<file path="src/rtl/m_7seg_scan_driver.sv">
`default_nettype none
// ============================================================================
// Module   : m_7seg_scan_driver
// Purpose  : Multiplexed N-digit hex 7-segment display driver. Holds N hex
//            digits plus decimal points in a double-buffered register pair,
//            scans them onto one shared segment bus with a one-hot digit
//            enable, and supports leading-zero suppression and selectable
//            pin polarity.
// Ports    : I_CLK       system clock, rising edge
//            I_RST       synchronous reset, active-high
//            I_EN        scan enable; low blanks the display, freezes scan
//            I_LOAD      single-cycle strobe capturing data into the shadow
//            I_DATA      4*N_DIGITS hex nibbles, [3:0] = digit 0
//            I_DP        per-digit decimal point
//            I_BLANK_LZ  leading-zero suppression enable
//            O_SEG       segments, bit0 = A .. bit6 = G
//            O_DP        decimal point of the selected digit
//            O_DIG       one-hot digit enable
//            O_FRAME     one-cycle pulse after each frame wrap
//            O_PENDING   shadow holds data not yet applied
// Revision : 1.0 - initial release
// ============================================================================
module m_7seg_scan_driver #(
  parameter int N_DIGITS       = 4,
  parameter int PRESCALE       = 50000,
  parameter bit SEG_ACTIVE_LOW = 1'b0,
  parameter bit DIG_ACTIVE_LOW = 1'b1
) (
  input  logic                    I_CLK,
  input  logic                    I_RST,
  input  logic                    I_EN,
  input  logic                    I_LOAD,
  input  logic [4*N_DIGITS-1:0]   I_DATA,
  input  logic [N_DIGITS-1:0]     I_DP,
  input  logic                    I_BLANK_LZ,
  output logic [6:0]              O_SEG,
  output logic                    O_DP,
  output logic [N_DIGITS-1:0]     O_DIG,
  output logic                    O_FRAME,
  output logic                    O_PENDING
);

  localparam int PW = (PRESCALE > 1) ? $clog2(PRESCALE) : 1;
  localparam int IW = (N_DIGITS > 1) ? $clog2(N_DIGITS) : 1;
  localparam logic [PW-1:0] C_PRESC_LAST = PW'(PRESCALE - 1);
  localparam logic [IW-1:0] C_IDX_LAST   = IW'(N_DIGITS - 1);

  // Scan state
  logic [PW-1:0]           presc_q;
  logic [IW-1:0]           idx_q;
  logic                    frame_q;

  // Active (displayed) and shadow (pending) copies
  logic [4*N_DIGITS-1:0]   act_data_q, shd_data_q;
  logic [N_DIGITS-1:0]     act_dp_q,   shd_dp_q;
  logic                    act_lz_q,   shd_lz_q;
  logic                    pend_q;

  // Registered logical (polarity-free) outputs
  logic [6:0]              seg_q;
  logic                    dp_q;
  logic [N_DIGITS-1:0]     dig_q;

  // Next-state / combinational values
  logic                    tick_d;
  logic                    wrap_d;
  logic [3:0]              nib_d;
  logic                    dp_sel_d;
  logic                    blank_d;
  logic                    lz_run_d;
  logic [6:0]              seg_d;
  logic                    dp_d;
  logic [N_DIGITS-1:0]     dig_d;

  function automatic logic [6:0] f_glyph(input logic [3:0] nib);
    logic [6:0] g;
    case (nib)
      4'h0: g = 7'h3F;
      4'h1: g = 7'h06;
      4'h2: g = 7'h5B;
      4'h3: g = 7'h4F;
      4'h4: g = 7'h66;
      4'h5: g = 7'h6D;
      4'h6: g = 7'h7D;
      4'h7: g = 7'h07;
      4'h8: g = 7'h7F;
      4'h9: g = 7'h6F;
      4'hA: g = 7'h77;
      4'hB: g = 7'h7C;
      4'hC: g = 7'h39;
      4'hD: g = 7'h5E;
      4'hE: g = 7'h79;
      default: g = 7'h71;
    endcase
    return g;
  endfunction

  assign tick_d = I_EN && (presc_q == C_PRESC_LAST);
  // The tick that wraps the digit index marks the frame boundary.
  assign wrap_d = tick_d && (idx_q == C_IDX_LAST);

  always_comb begin
    nib_d    = 4'h0;
    dp_sel_d = 1'b0;
    blank_d  = 1'b0;
    dig_d    = '0;
    // Walk from the most significant digit down; lz_run_d stays high while
    // every nibble seen so far (including the current one) is zero.
    lz_run_d = act_lz_q;
    for (int i = N_DIGITS - 1; i >= 0; i--) begin
      lz_run_d = lz_run_d && (act_data_q[4*i +: 4] == 4'h0);
      if (idx_q == IW'(i)) begin
        nib_d    = act_data_q[4*i +: 4];
        dp_sel_d = act_dp_q[i];
        dig_d[i] = 1'b1;
        blank_d  = lz_run_d && (i != 0);
      end
    end
    seg_d = (I_EN && !blank_d) ? f_glyph(nib_d) : 7'h00;
    dp_d  = I_EN && dp_sel_d;
    if (!I_EN) begin
      dig_d = '0;
    end
  end

  always_ff @(posedge I_CLK) begin
    if (I_RST) begin
      presc_q    <= '0;
      idx_q      <= '0;
      frame_q    <= 1'b0;
      act_data_q <= '0;
      act_dp_q   <= '0;
      act_lz_q   <= 1'b0;
      shd_data_q <= '0;
      shd_dp_q   <= '0;
      shd_lz_q   <= 1'b0;
      pend_q     <= 1'b0;
      seg_q      <= 7'h00;
      dp_q       <= 1'b0;
      dig_q      <= '0;
    end else begin
      if (tick_d) begin
        presc_q <= '0;
        idx_q   <= (idx_q == C_IDX_LAST) ? '0 : idx_q + 1'b1;
      end else if (I_EN) begin
        presc_q <= presc_q + 1'b1;
      end

      frame_q <= wrap_d;

      if (I_LOAD) begin
        shd_data_q <= I_DATA;
        shd_dp_q   <= I_DP;
        shd_lz_q   <= I_BLANK_LZ;
      end

      // A load coinciding with the boundary bypasses the shadow so the new
      // value is shown from the very next frame.
      if (wrap_d && I_LOAD) begin
        act_data_q <= I_DATA;
        act_dp_q   <= I_DP;
        act_lz_q   <= I_BLANK_LZ;
        pend_q     <= 1'b0;
      end else if (wrap_d && pend_q) begin
        act_data_q <= shd_data_q;
        act_dp_q   <= shd_dp_q;
        act_lz_q   <= shd_lz_q;
        pend_q     <= 1'b0;
      end else if (I_LOAD) begin
        pend_q     <= 1'b1;
      end

      seg_q <= seg_d;
      dp_q  <= dp_d;
      dig_q <= dig_d;
    end
  end

  // Logical 0 is "inactive", so the reset value lands on the inactive pin level.
  assign O_SEG     = seg_q ^ {7{SEG_ACTIVE_LOW}};
  assign O_DP      = dp_q ^ SEG_ACTIVE_LOW;
  assign O_DIG     = dig_q ^ {N_DIGITS{DIG_ACTIVE_LOW}};
  assign O_FRAME   = frame_q;
  assign O_PENDING = pend_q;

endmodule
`default_nettype wire

</file>
<file path="config.mk">
export PLATFORM = sky130hd
export DESIGN_NAME = m_7seg_scan_driver
export DESIGN_NICKNAME = d
export VERILOG_FILES = /design/src/rtl/m_7seg_scan_driver.sv
export SDC_FILE = /design/constraint.sdc
export NUM_CORES = 1
export LEC_CHECK = 0
export CORE_MARGIN = 10
export CORE_UTILIZATION = 50
export DETAILED_ROUTE_END_ITERATION = 7
export PLACE_DENSITY = 0.76
export SKIP_LAST_GASP = 1
export SLEW_MARGIN = 15
export SYNTH_ARGS = -nofsm -noshare
export SYNTH_HDL_FRONTEND = slang
export SYNTH_SLANG_ARGS = --single-unit
</file>
<file path="constraint.sdc">
create_clock -name I_CLK -period 2.2 [get_ports I_CLK]
set_input_delay 0.44 -clock I_CLK [delete_from_list [all_inputs] [get_ports I_CLK]]
set_output_delay 0.44 -clock I_CLK [all_outputs]
set_load 0.01 [all_outputs]
</file>
==> reports/results.ini <==
[synthesis]
ys_warn_count = 0
synthCells = 358
yosys_most_used_dff = dfxtp_1
postSynth.asyncResetShare_pct = 0
synth_nets = 395
netlist_top_cells_count = 74 x dfxtp_1, 47 x nor2_1, 36 x nand2_1, 24 x mux2i_1, 23 x o21ai_0
syn_area_um2 = 3250
synth-seq-cells = 74
synth_area_leaders = dfxtp_1 46%, mux2i_1 7.4%, nor2_1 5.4%, ha_1 4.6%, nand2b_1 4.2%
yosysSeqAreaShare_pct = 45.6
synth_enable_flop_cells = 0
yosysMostFrequentCell = dfxtp_1
avgSynthCellArea_um2 = 9.07
synth_top_area_share_pct = 45.6
synth_top_area_cell = dfxtp_1
ys_types = 45

[cells_and_area]
area.sequential_um2 = 1490
final_nets = 450
finish.instance_area_um2 = 4060
multi_input_area_um2 = 1640
stdcell_count = 495
n_antenna_cell = 0
fillCellCount = 535
drive_gt1_share_pct = 14.1
syn2layout_area_growth_pct = 25.0

[route]
ant_nets = 0
detail_route.iter0.violations = 129
viasPerCell = 5.20
first_pass_iters = 6
vias = 2572
wire_per_inst_um = 13.7
drcViolationCount = 0
drt_wl_total_mm = 6.79

[power_and_ir_drop]
leakage_nw = 1.55
irDropWorstVdd_uv = 542
powerDensity_nw_per_um2 = 616

[timing]
clock_skew_ps = 7.80
period_share_pct = 95.4
hold_viol = 0
slew_headroom_pct = 61.9
period_needed_ps = 2100
report.final.slew_viol_count = 0
tightest_slew_ps = 567
max_freq_ghz = 0.476
rsz0062_at_grt = no
fin_hold_ws_ps = 484
setup_viol = 0

[global_route]
overflow = 0
grtUsageTotal_pct = 13.6
grt_pass1_wl_mm = 11.3
grt_max_degree = 48
antenna_found_initial = 0
first_global_vias = 2564

[floorplan]
io_pins = 39
dieArea_um2 = 10100
die_width_um = 101
initial_utilization_pct = 51.4
rows = 29
die_y_um = 101
core_area_um2 = 6310

[worst_setup_path]
startpoint_type = flip-flop
path_max_fanout = 24
arrival_ps = 2350
crit_type = reg -> reg
worst_ep_required_time_ps = 2450
worstSetupEndpointType = flip-flop

[cts]
cts_tree = yes
cts_hold_buf = 0
path_clk_slew_ps = 80
h-tree-depth = 3
cts_made_buffers = 9
cts_root_buf = clkbuf_8
clkLatencyLatePin_ps = 350
cts_buffer_depth = 2
cts_sinks = 74
post_cts_buffers = 0

[placed_design]
numPortBuffers = 38
dpl_cell_area_um2 = 3820
gp_congestion = 0.788
dp_hpwl_mm = 4.84
dp.cells = 479

[run]
drv_cap = 0

[hold_path]
hold_path.class = reg -> reg

[run_status]
status = finished clean

## cell usage in the layout (no fill, tap or decap), types with 2 or more instances in the layout
cell | synthesis | layout
buf_4 | 3 | 22
o21ai_0 | 23 | 23
ha_4 | 0 | 2
nor2b_1 | 6 | 6
clkdlybuf4s50_1 | 0 | 38
ha_2 | 0 | 2
nand3b_1 | 3 | 3
clkbuf_8 | 0 | 10
xnor2_1 | 5 | 5
dfxtp_1 | 74 | 72
or3_1 | 3 | 3
inv_1 | 12 | 12
o21ai_2 | 2 | 2
a311oi_1 | 2 | 2
nand2_1 | 36 | 36
clkinv_2 | 0 | 2
xor2_1 | 9 | 9
a21oi_1 | 8 | 8
nor3_1 | 3 | 3
buf_12 | 0 | 2
ha_1 | 12 | 8
a221oi_1 | 5 | 5
and2_1 | 9 | 8
buf_6 | 5 | 2
nor2_1 | 47 | 46
or4b_1 | 2 | 2
nand4_1 | 5 | 5
nand2b_1 | 22 | 22
nand4b_1 | 2 | 2
clkinvlp_4 | 0 | 3
o21ai_1 | 3 | 3
mux2i_1 | 24 | 24
nand3_1 | 3 | 3
## timing repair
action                     CTS  global route
pin swaps                    0             1
setup endpoints to repair    3            28
hold endpoints to repair     0             0
resized for setup            3            14
## worst paths after layout
kind / start / end / slack [ps] / cells past startpoint
worst min-delay path: act_data_q[1] / act_data_q[1] / 480 / 2
worst min register to register: act_data_q[1] / act_data_q[1] / 480 / 2
worst max-delay path: presc_q[11] / act_data_q[5] / 100 / 6
worst max register to register: presc_q[11] / act_data_q[5] / 100 / 6
## kinds of logic (layout without fill, tap and decap cells)
| family | count (synthesis) | count (layout) | share of synthesized area, % |
|---|---|---|---|
| and+or+nand+nor | 152 | 152 | 23.8 |
| DFF | 74 | 74 | 45.6 |
| adders and majority gates | 12 | 12 | 4.62 |
| xor gates and xnor gates | 14 | 14 | 3.78 |
| buffers and inverters | 32 | 92 | 5.28 |
| AOI/OAI and AO/OA | 49 | 49 | 9.17 |
| muxes | 25 | 25 | 7.75 |
## final cells by class
cell class	count	area share, %
multi-input cells	252	40.5
clock buffers	10	3.39
well taps	77	2.37
repair buffers	64	15.0
flip-flops and latches	74	36.6
inverters	12	1.11
clock inverters	6	1.02
## per-layer routing
metal  track usage (%)  vias to the layer above  wire, um
met5                 0                        -         0
li1                  -                     1309         -
met1              15.7                     1184      3040
met3              4.05                       21       289
met4              7.28                        0       175
met2              22.0                       58      3290
## registers in the layout, summed over array words and instances (netlist names)
signal / flops
O_DP: 1
O_FRAME: 1
O_PENDING: 1
O_SEG: 7
act_data_q: 16
act_dp_q: 4
act_lz_q: 1
dig_q: 4
idx_q: 2
presc_q: 16
shd_data_q: 16
shd_dp_q: 4
shd_lz_q: 1
## report_power, final
group          total (W)  internal (W)  switching, W
clock           0.000946      0.000439      0.000507
combinational   0.000172     0.0000991     0.0000727
sequential       0.00138       0.00137     0.0000111
## per-stage QoR
step	total power, W	setup WS (ps)	TNS (ps)	utilization [%]
2_1_floorplan	0.00150	61.7	0	-
3_3_place_gp	0.00159	-118	-2220	60.5
6_report	0.00250	100	0	64.3
4_1_cts	0.00253	18.2	0	63.4
3_5_place_dp	0.00159	-172	-3110	60.5
5_1_grt	0.00260	4.19	0	64.3
## critical path, cell delays in order, from the launching register on
cell and delay (ps):
dfxtp_1 340, or4b_1 550, or4_4 530, nor3_4 210, buf_6 220, nand2_1 80, o31ai_1 70
(Power assumes the default switching activity.)
